**src/rtl/space_pkg.sv**
```systemverilog
// Shared types and constants for the invader datapath.
//   wave_state_t : formation controller states
//   MAX_WAVE     : last wave; clearing it ends the game
//   N_INV_DEF    : default invaders per wave
//   COORD_W      : width of the march X/Y coordinates
package space_pkg;
  typedef enum logic [1:0] {PLAY, CLEAR, OVER} wave_state_t;

  localparam int MAX_WAVE  = 8;
  localparam int N_INV_DEF = 16;
  localparam int COORD_W   = 8;

  typedef logic [COORD_W-1:0] coord_t;
endpackage

```
**src/rtl/tick_sync.sv**
```systemverilog
// Brings the divider's slow tick square wave into the clkin domain and
// turns each rising edge into a single-cycle step pulse.
//   clkin, reset : clock, synchronous active-high reset
//   tick_in      : asynchronous slow square wave
//   step         : one clkin cycle high per tick_in rising edge
module tick_sync (
  input  logic clkin,
  input  logic reset,
  input  logic tick_in,
  output logic step
);
  // [0],[1] are the metastability filter; [2] is the previous value of [1].
  logic [2:0] sync_pipe;

  always_ff @(posedge clkin) begin
    if (reset) sync_pipe <= '0;
    else       sync_pipe <= {sync_pipe[1:0], tick_in};
  end

  assign step = sync_pipe[1] & ~sync_pipe[2];
endmodule

```
**src/rtl/wave_ctrl.sv**
```systemverilog
// Invader formation controller: owns the alive mask, march position and
// direction, wave number and end-of-game flag, strobes the divider's
// active-low next-level input when a wave is cleared, and makes the buzzer
// tone while the divider enables it.
//   clkin, reset        : clock, synchronous active-high reset
//   tick_in             : divider march tick (asynchronous)
//   buz_in              : divider buzzer enable
//   hit_valid, hit_idx  : shot hit strobe and invader index
//   pn                  : active-low one-cycle next-level strobe
//   alive               : 1 = invader alive
//   march_x/y, march_dir: formation origin and direction (1 = right)
//   wave_num            : current wave 1..8
//   game_over           : sticky end-of-game flag
//   buzzer_pin          : tone output
module wave_ctrl
  import space_pkg::*;
#(
  parameter int           N_INV       = N_INV_DEF,
  parameter logic [7:0]   X_MAX       = 8'd200,
  parameter logic [7:0]   STEP_X      = 8'd4,
  parameter logic [7:0]   STEP_Y      = 8'd8,
  parameter logic [7:0]   Y_LIMIT     = 8'd160,
  parameter int           CLEAR_TICKS = 2,
  parameter int           TONE_HALF   = 25000
) (
  input  logic                     clkin,
  input  logic                     reset,
  input  logic                     tick_in,
  input  logic                     buz_in,
  input  logic                     hit_valid,
  input  logic [$clog2(N_INV)-1:0] hit_idx,
  output logic                     pn,
  output logic [N_INV-1:0]         alive,
  output logic [7:0]               march_x,
  output logic [7:0]               march_y,
  output logic                     march_dir,
  output logic [3:0]               wave_num,
  output logic                     game_over,
  output logic                     buzzer_pin
);
  localparam int TW = (TONE_HALF > 1) ? $clog2(TONE_HALF) : 1;

  logic step;

  tick_sync u_tick_sync (
    .clkin  (clkin),
    .reset  (reset),
    .tick_in(tick_in),
    .step   (step)
  );

  wave_state_t state_q, state_n;
  logic [N_INV-1:0] alive_n, alive_hit;
  logic [7:0]       x_n, y_n, clr_cnt, clr_cnt_n, clr_dec;
  logic             dir_n, pn_n, go_n;
  logic [3:0]       wave_n;
  logic [8:0]       x_sum, y_sum;
  logic             bounce, land;

  // March arithmetic is done one bit wider so edge tests cannot wrap.
  assign x_sum   = {1'b0, march_x} + {1'b0, STEP_X};
  assign y_sum   = {1'b0, march_y} + {1'b0, STEP_Y};
  assign bounce  = march_dir ? (x_sum > {1'b0, X_MAX}) : (march_x < STEP_X);
  assign land    = step && bounce && (y_sum >= {1'b0, Y_LIMIT});
  assign clr_dec = clr_cnt - 8'd1;

  always_comb begin
    alive_hit = alive;
    if (hit_valid && (int'(hit_idx) < N_INV)) alive_hit[hit_idx] = 1'b0;
  end

  always_comb begin
    state_n   = state_q;
    alive_n   = alive;
    x_n       = march_x;
    y_n       = march_y;
    dir_n     = march_dir;
    wave_n    = wave_num;
    go_n      = game_over;
    clr_cnt_n = clr_cnt;
    pn_n      = 1'b1;
    unique case (state_q)
      PLAY: begin
        alive_n = alive_hit;
        if (step) begin
          if (bounce) begin
            y_n   = y_sum[7:0];
            dir_n = ~march_dir;
          end else if (march_dir) begin
            x_n = x_sum[7:0];
          end else begin
            x_n = march_x - STEP_X;
          end
        end
        // A last kill outranks a simultaneous landing.
        if (alive_hit == '0) begin
          state_n   = CLEAR;
          pn_n      = 1'b0;
          clr_cnt_n = 8'(CLEAR_TICKS);
        end else if (land) begin
          state_n = OVER;
          go_n    = 1'b1;
        end
      end
      CLEAR: begin
        if (step) begin
          clr_cnt_n = clr_dec;
          if (clr_dec == 8'd0) begin
            if (wave_num == 4'(MAX_WAVE)) begin
              state_n = OVER;
              go_n    = 1'b1;
            end else begin
              state_n = PLAY;
              wave_n  = wave_num + 4'd1;
              alive_n = '1;
              x_n     = 8'd0;
              y_n     = 8'd0;
              dir_n   = 1'b1;
            end
          end
        end
      end
      OVER: go_n = 1'b1;
      default: state_n = PLAY;
    endcase
  end

  always_ff @(posedge clkin) begin
    if (reset) begin
      state_q   <= PLAY;
      alive     <= '1;
      march_x   <= 8'd0;
      march_y   <= 8'd0;
      march_dir <= 1'b1;
      wave_num  <= 4'd1;
      game_over <= 1'b0;
      clr_cnt   <= 8'd0;
      pn        <= 1'b1;
    end else begin
      state_q   <= state_n;
      alive     <= alive_n;
      march_x   <= x_n;
      march_y   <= y_n;
      march_dir <= dir_n;
      wave_num  <= wave_n;
      game_over <= go_n;
      clr_cnt   <= clr_cnt_n;
      pn        <= pn_n;
    end
  end

  // Tone: free-running half-period counter, independent of the FSM.
  logic [TW-1:0] tone_cnt;

  always_ff @(posedge clkin) begin
    if (reset || !buz_in) begin
      tone_cnt   <= '0;
      buzzer_pin <= 1'b0;
    end else if (tone_cnt == TW'(TONE_HALF - 1)) begin
      tone_cnt   <= '0;
      buzzer_pin <= ~buzzer_pin;
    end else begin
      tone_cnt   <= tone_cnt + TW'(1);
    end
  end
endmodule
```
**config.mk**
```make
export PLATFORM = sky130hd
export DESIGN_NAME = wave_ctrl
export DESIGN_NICKNAME = d
export VERILOG_FILES = /design/src/rtl/space_pkg.sv /design/src/rtl/tick_sync.sv /design/src/rtl/wave_ctrl.sv
export SDC_FILE = /design/constraint.sdc
export NUM_CORES = 1
export LEC_CHECK = 0
export CAP_MARGIN = 25
export CORE_MARGIN = 2
export CORE_UTILIZATION = 30
export CTS_CLUSTER_DIAMETER = 40
export CTS_CLUSTER_SIZE = 25
export DETAILED_ROUTE_END_ITERATION = 8
export GPL_TIMING_DRIVEN = 0
export SLEW_MARGIN = 20
export SYNTH_ARGS = -nofsm -noshare
export SYNTH_HDL_FRONTEND = slang
export SYNTH_SLANG_ARGS = --single-unit
```
**constraint.sdc**
```tcl
create_clock -name clkin -period 3 [get_ports clkin]
set_input_delay 0.75 -clock clkin [delete_from_list [all_inputs] [get_ports clkin]]
set_output_delay 0.75 -clock clkin [all_outputs]
set_load 0.02 [all_outputs]
```
==> flow_summary_export.csv <==
group,metric,value,unit
outcome,outcome,"completed",
synthesis,syn_avg_cell_area,8.64,µm²
worst_setup_path,cp_slowest_cell,"clkdlybuf4s50_1",
floorplanning,num_io_pins,49,
synthesis,syn_area,3410,µm²
worst_setup_path,cp-end-kind,"flip-flop",
clocking,root_buffer,"clkbuf_16",
clocking,cts_resized,0,
route,drc_errors,0,
floorplanning,row_count,38,
global_routing,grt_use_total,0.136,
synthesis,synth-seq-area-share,0.370,
finish,diodes,0,
worst_setup_path,required,3190,ps
clocking,cts_hold_buf,0,
floorplanning,core_area,11000,µm²
worst_setup_path,cpPeakStageDelay,520,ps
clocking,clkSinkCount,63,
global_routing,grtUsageMet2,0.222,
floorplanning,start_util,0.311,
sta,clock_skew,6.08,ps
synthesis,yosysUniqueCellTypes,63,
clocking,insertion_delay,330,ps
power,leakagePower,1.54,nW
sta,rsz0062_at_grt,"false",
sta,hold_viol_final,0,
synthesis,ys_warn_count,0,
sta,period_needed,2880,ps
global_routing,grt_pass1_wl,13700,µm
floorplanning,die_area,12200,µm²
job,cap_violations,0,
finish,drive_above_1_share,0.116,
worst_setup_path,cp.arrival,3070,ps
synthesis,synthFlopType,"dfxtp_1",
synthesis,synth-edff-count,0,
placed_design,routabilityCongestion,0.791,
worst_setup_path,path_buf_inv,2,
route,wl_per_cell,13.7,µm
floorplanning,dieHeight,111,µm
power,combPwrFrac,0.066,
finish,n_fill_cell,1109,
global_routing,grt_start_max_net_pins,14,
sta,period_share,0.961,
synthesis,synthArstFlopShare,0,
clocking,clock_path_buffers,2,
sta,worst_slew_pin_slew,742,ps
power,intPower,0.00164,W
placed_design,dpl.hpwl,6080,µm
power,clockPowerShare,0.533,
finish,finish.utilization,0.396,
min_path,hp-class,"reg -> reg",
route,drt-total-wl,8160,µm
global_routing,grtUsageMet3,0.0335,
route,dr.pass1.iters,5,
power,switching_share,0.229,
power,p_per_area,490,nW/µm²
clocking,tritoncts,"built",
route,vias_per_cell,5.01,
sta,setup_tns,0,ps
route,ant_nets,0,
sta,maxSlewViolCount,0,
worst_setup_path,path_max_fanout,7,
synthesis,synth-seq-cells,63,
global_routing,antenna_found_initial,0,
placed_design,dp_slack,-170,ps
clocking,cts_buffers,9,
worst_setup_path,crit_type,"in -> reg",
sta,finalSetupViolations,0,
global_routing,grt_overflow,0,
sta,fin_ws,117,ps
worst_setup_path,cp_cell_sequence,"clkdlybuf4s50_1 -> or3b_1 -> buf_2 -> o32ai_2 -> nand3_1 -> or3_4 -> nor2_2 -> o21ai_0",
finish,area_growth,27.5,%
sta,fmax,347,MHz
global_routing,busiest_layer,"met2",
worst_setup_path,crit_path_start_kind,"input pin",
route,first_iter_violations,99,
route,via_count,2990,
clocking,ctsHtreeMaxLevel,3,
clocking,clkTransAtPathRegs,50,ps
clocking,cts_setup_buffers,0,
finish,fin_nets,470,
sta,max_slew_margin,0.499,
global_routing,met1_usage,0.176,
worst_setup_path,path_delay_family,"simple AND/OR/NAND/NOR gates",
global_routing,grt_pass1_vias,2804,
synthesis,syn_inst,395,
power,ir_worst_vdd,272,µV
power,seqPwrFrac,0.401,
power,switchingPower,0.000488,W
placed_design,io_buffers,42,
floorplanning,dieWidth,111,µm
kinds of logic after synthesis:
group / synth area share
AO/OA/AOI/OAI: 0.167
XOR/XNOR: 0.0620
adder cells (fa/ha/maj): 0.0330
buffers and inverters: 0.0491
flip-flops: 0.370
multiplexers: 0.00953
other: 0.00110
AND/OR/NAND/NOR: 0.308
cell usage after synthesis, types with 3 or more instances:
| cell type | n | area, µm² |
|---|---|---|
| dfxtp_1 | 63 | 1260 |
| nor2_1 | 30 | 113 |
| nand2_1 | 28 | 105 |
| o21ai_0 | 26 | 130 |
| nand3_1 | 24 | 120 |
| nand2b_1 | 15 | 93.8 |
| xor2_1 | 14 | 123 |
| or3_1 | 13 | 81.3 |
| a21oi_1 | 10 | 50.1 |
| clkbuf_1 | 10 | 37.5 |
| inv_1 | 10 | 37.5 |
| nand3b_1 | 10 | 75.1 |
| nor3_1 | 10 | 50.1 |
| ha_1 | 9 | 113 |
| nor2b_1 | 8 | 50.1 |
| o22ai_1 | 7 | 43.8 |
| xnor2_1 | 7 | 61.3 |
| buf_4 | 6 | 45.0 |
| a31oi_1 | 5 | 31.3 |
| buf_2 | 5 | 25.0 |
| o21ai_1 | 5 | 25.0 |
| and2_1 | 4 | 25.0 |
| and3_1 | 4 | 25.0 |
| nand4_1 | 4 | 25.0 |
| o31ai_1 | 4 | 30.0 |
| o32ai_1 | 4 | 35.0 |
| or4_1 | 4 | 30.0 |
| nand4b_1 | 3 | 26.3 |
| o21a_1 | 3 | 22.5 |
| o41ai_1 | 3 | 26.3 |
| or2_2 | 3 | 18.8 |
| or3_4 | 3 | 33.8 |
power groups by stage:
stage / clock network [W] / registers (W) / logic, W
2_1_floorplan: 0 / 0.000880 / 0.0000852
3_3_place_gp: 0 / 0.000873 / 0.000139
3_5_place_dp: 0 / 0.000873 / 0.000141
4_1_cts: 0.00116 / 0.000854 / 0.000142
5_1_grt: 0.00120 / 0.000855 / 0.000154
6_report: 0.00114 / 0.000854 / 0.000140
flip-flops by register name, summed over array words and instances, names as in the netlist:
signal and flops:
alive 16, tone_cnt 15, clr_cnt 8, march_x 6, march_y 5, wave_num 4
u_tick_sync.sync_pipe 3, state_q 2, buzzer_pin 1, game_over 1, march_dir 1, pn 1
metal layers:
metal | wire length [µm] | up-vias
li1 | - | 1534
met1 | 3940 | 1368
met2 | 3720 | 70
met3 | 346 | 18
met4 | 163 | 0
met5 | 0 | -
per-stage QoR:
stage / instance area [µm²] / std cells / power, W / hold slack [ps]
after floorplan: 3430 / 399 / 0.000965 / 414
after global placement: 4020 / 581 / 0.00101 / 425
after detailed placement: 4020 / 581 / 0.00101 / 430
after CTS: 4350 / 597 / 0.00216 / 443
after global routing: 4350 / 597 / 0.00221 / 473
final: 4350 / 597 / 0.00213 / 438
worst reg2reg max path, cell delays in order, from the launching register on:
cell       delay, ps
dfxtp_1          450
inv_1            130
ha_1             340
nor2b_1          150
a2111oi_2        330
o311a_1          240
o21ai_1           90
clkbuf_1         230
or4_1            510
nand3_1           90
worst paths after layout:
check                                      startpoint                                  end  slack, ps  cells after the start
hold reg to reg   u_tick_sync.sync_pipe[0]$_SDFF_PP0_  u_tick_sync.sync_pipe[1]$_SDFF_PP0_        440                      1
hold / removal    u_tick_sync.sync_pipe[0]$_SDFF_PP0_  u_tick_sync.sync_pipe[1]$_SDFF_PP0_        440                      1
setup reg to reg              march_x[2]$_SDFFE_PP0P_              march_x[6]$_SDFFE_PP0P_        390                      9
setup / recovery                            hit_valid              clr_cnt[0]$_SDFFE_PP0P_        120                      8
layout make-up:
class / instances / area (µm²) / area share
multi-input combinational: 303 / 2000 / 0.459
timing repair buffer: 42 / 420 / 0.0966
tap: 140 / 175 / 0.0403
sequential: 63 / 1260 / 0.290
clock inverter: 7 / 103 / 0.0236
buffer: 23 / 130 / 0.0299
inverter: 10 / 37.5 / 0.00863
clock buffer: 9 / 225 / 0.0518
cell usage in the layout, fill, tap and decap left out, types with 5 or more instances in the layout:
cell             netlist  layout
dfxtp_1               63      63
clkdlybuf4s50_1        0      42
nor2_1                30      30
nand2_1               28      28
o21ai_0               26      26
nand3_1               24      24
nand2b_1              15      15
xor2_1                14      14
or3_1                 13      13
clkbuf_1              10      10
a21oi_1               10      10
nand3b_1              10      10
inv_1                 10      10
nor3_1                10      10
ha_1                   9       9
clkbuf_16              0       9
nor2b_1                8       8
xnor2_1                7       7
o22ai_1                7       7
buf_4                  6       6
o21ai_1                5       5
a31oi_1                5       5
buf_2                  5       5
conb_1                 1       5
Power figures use the tool's default switching activity.
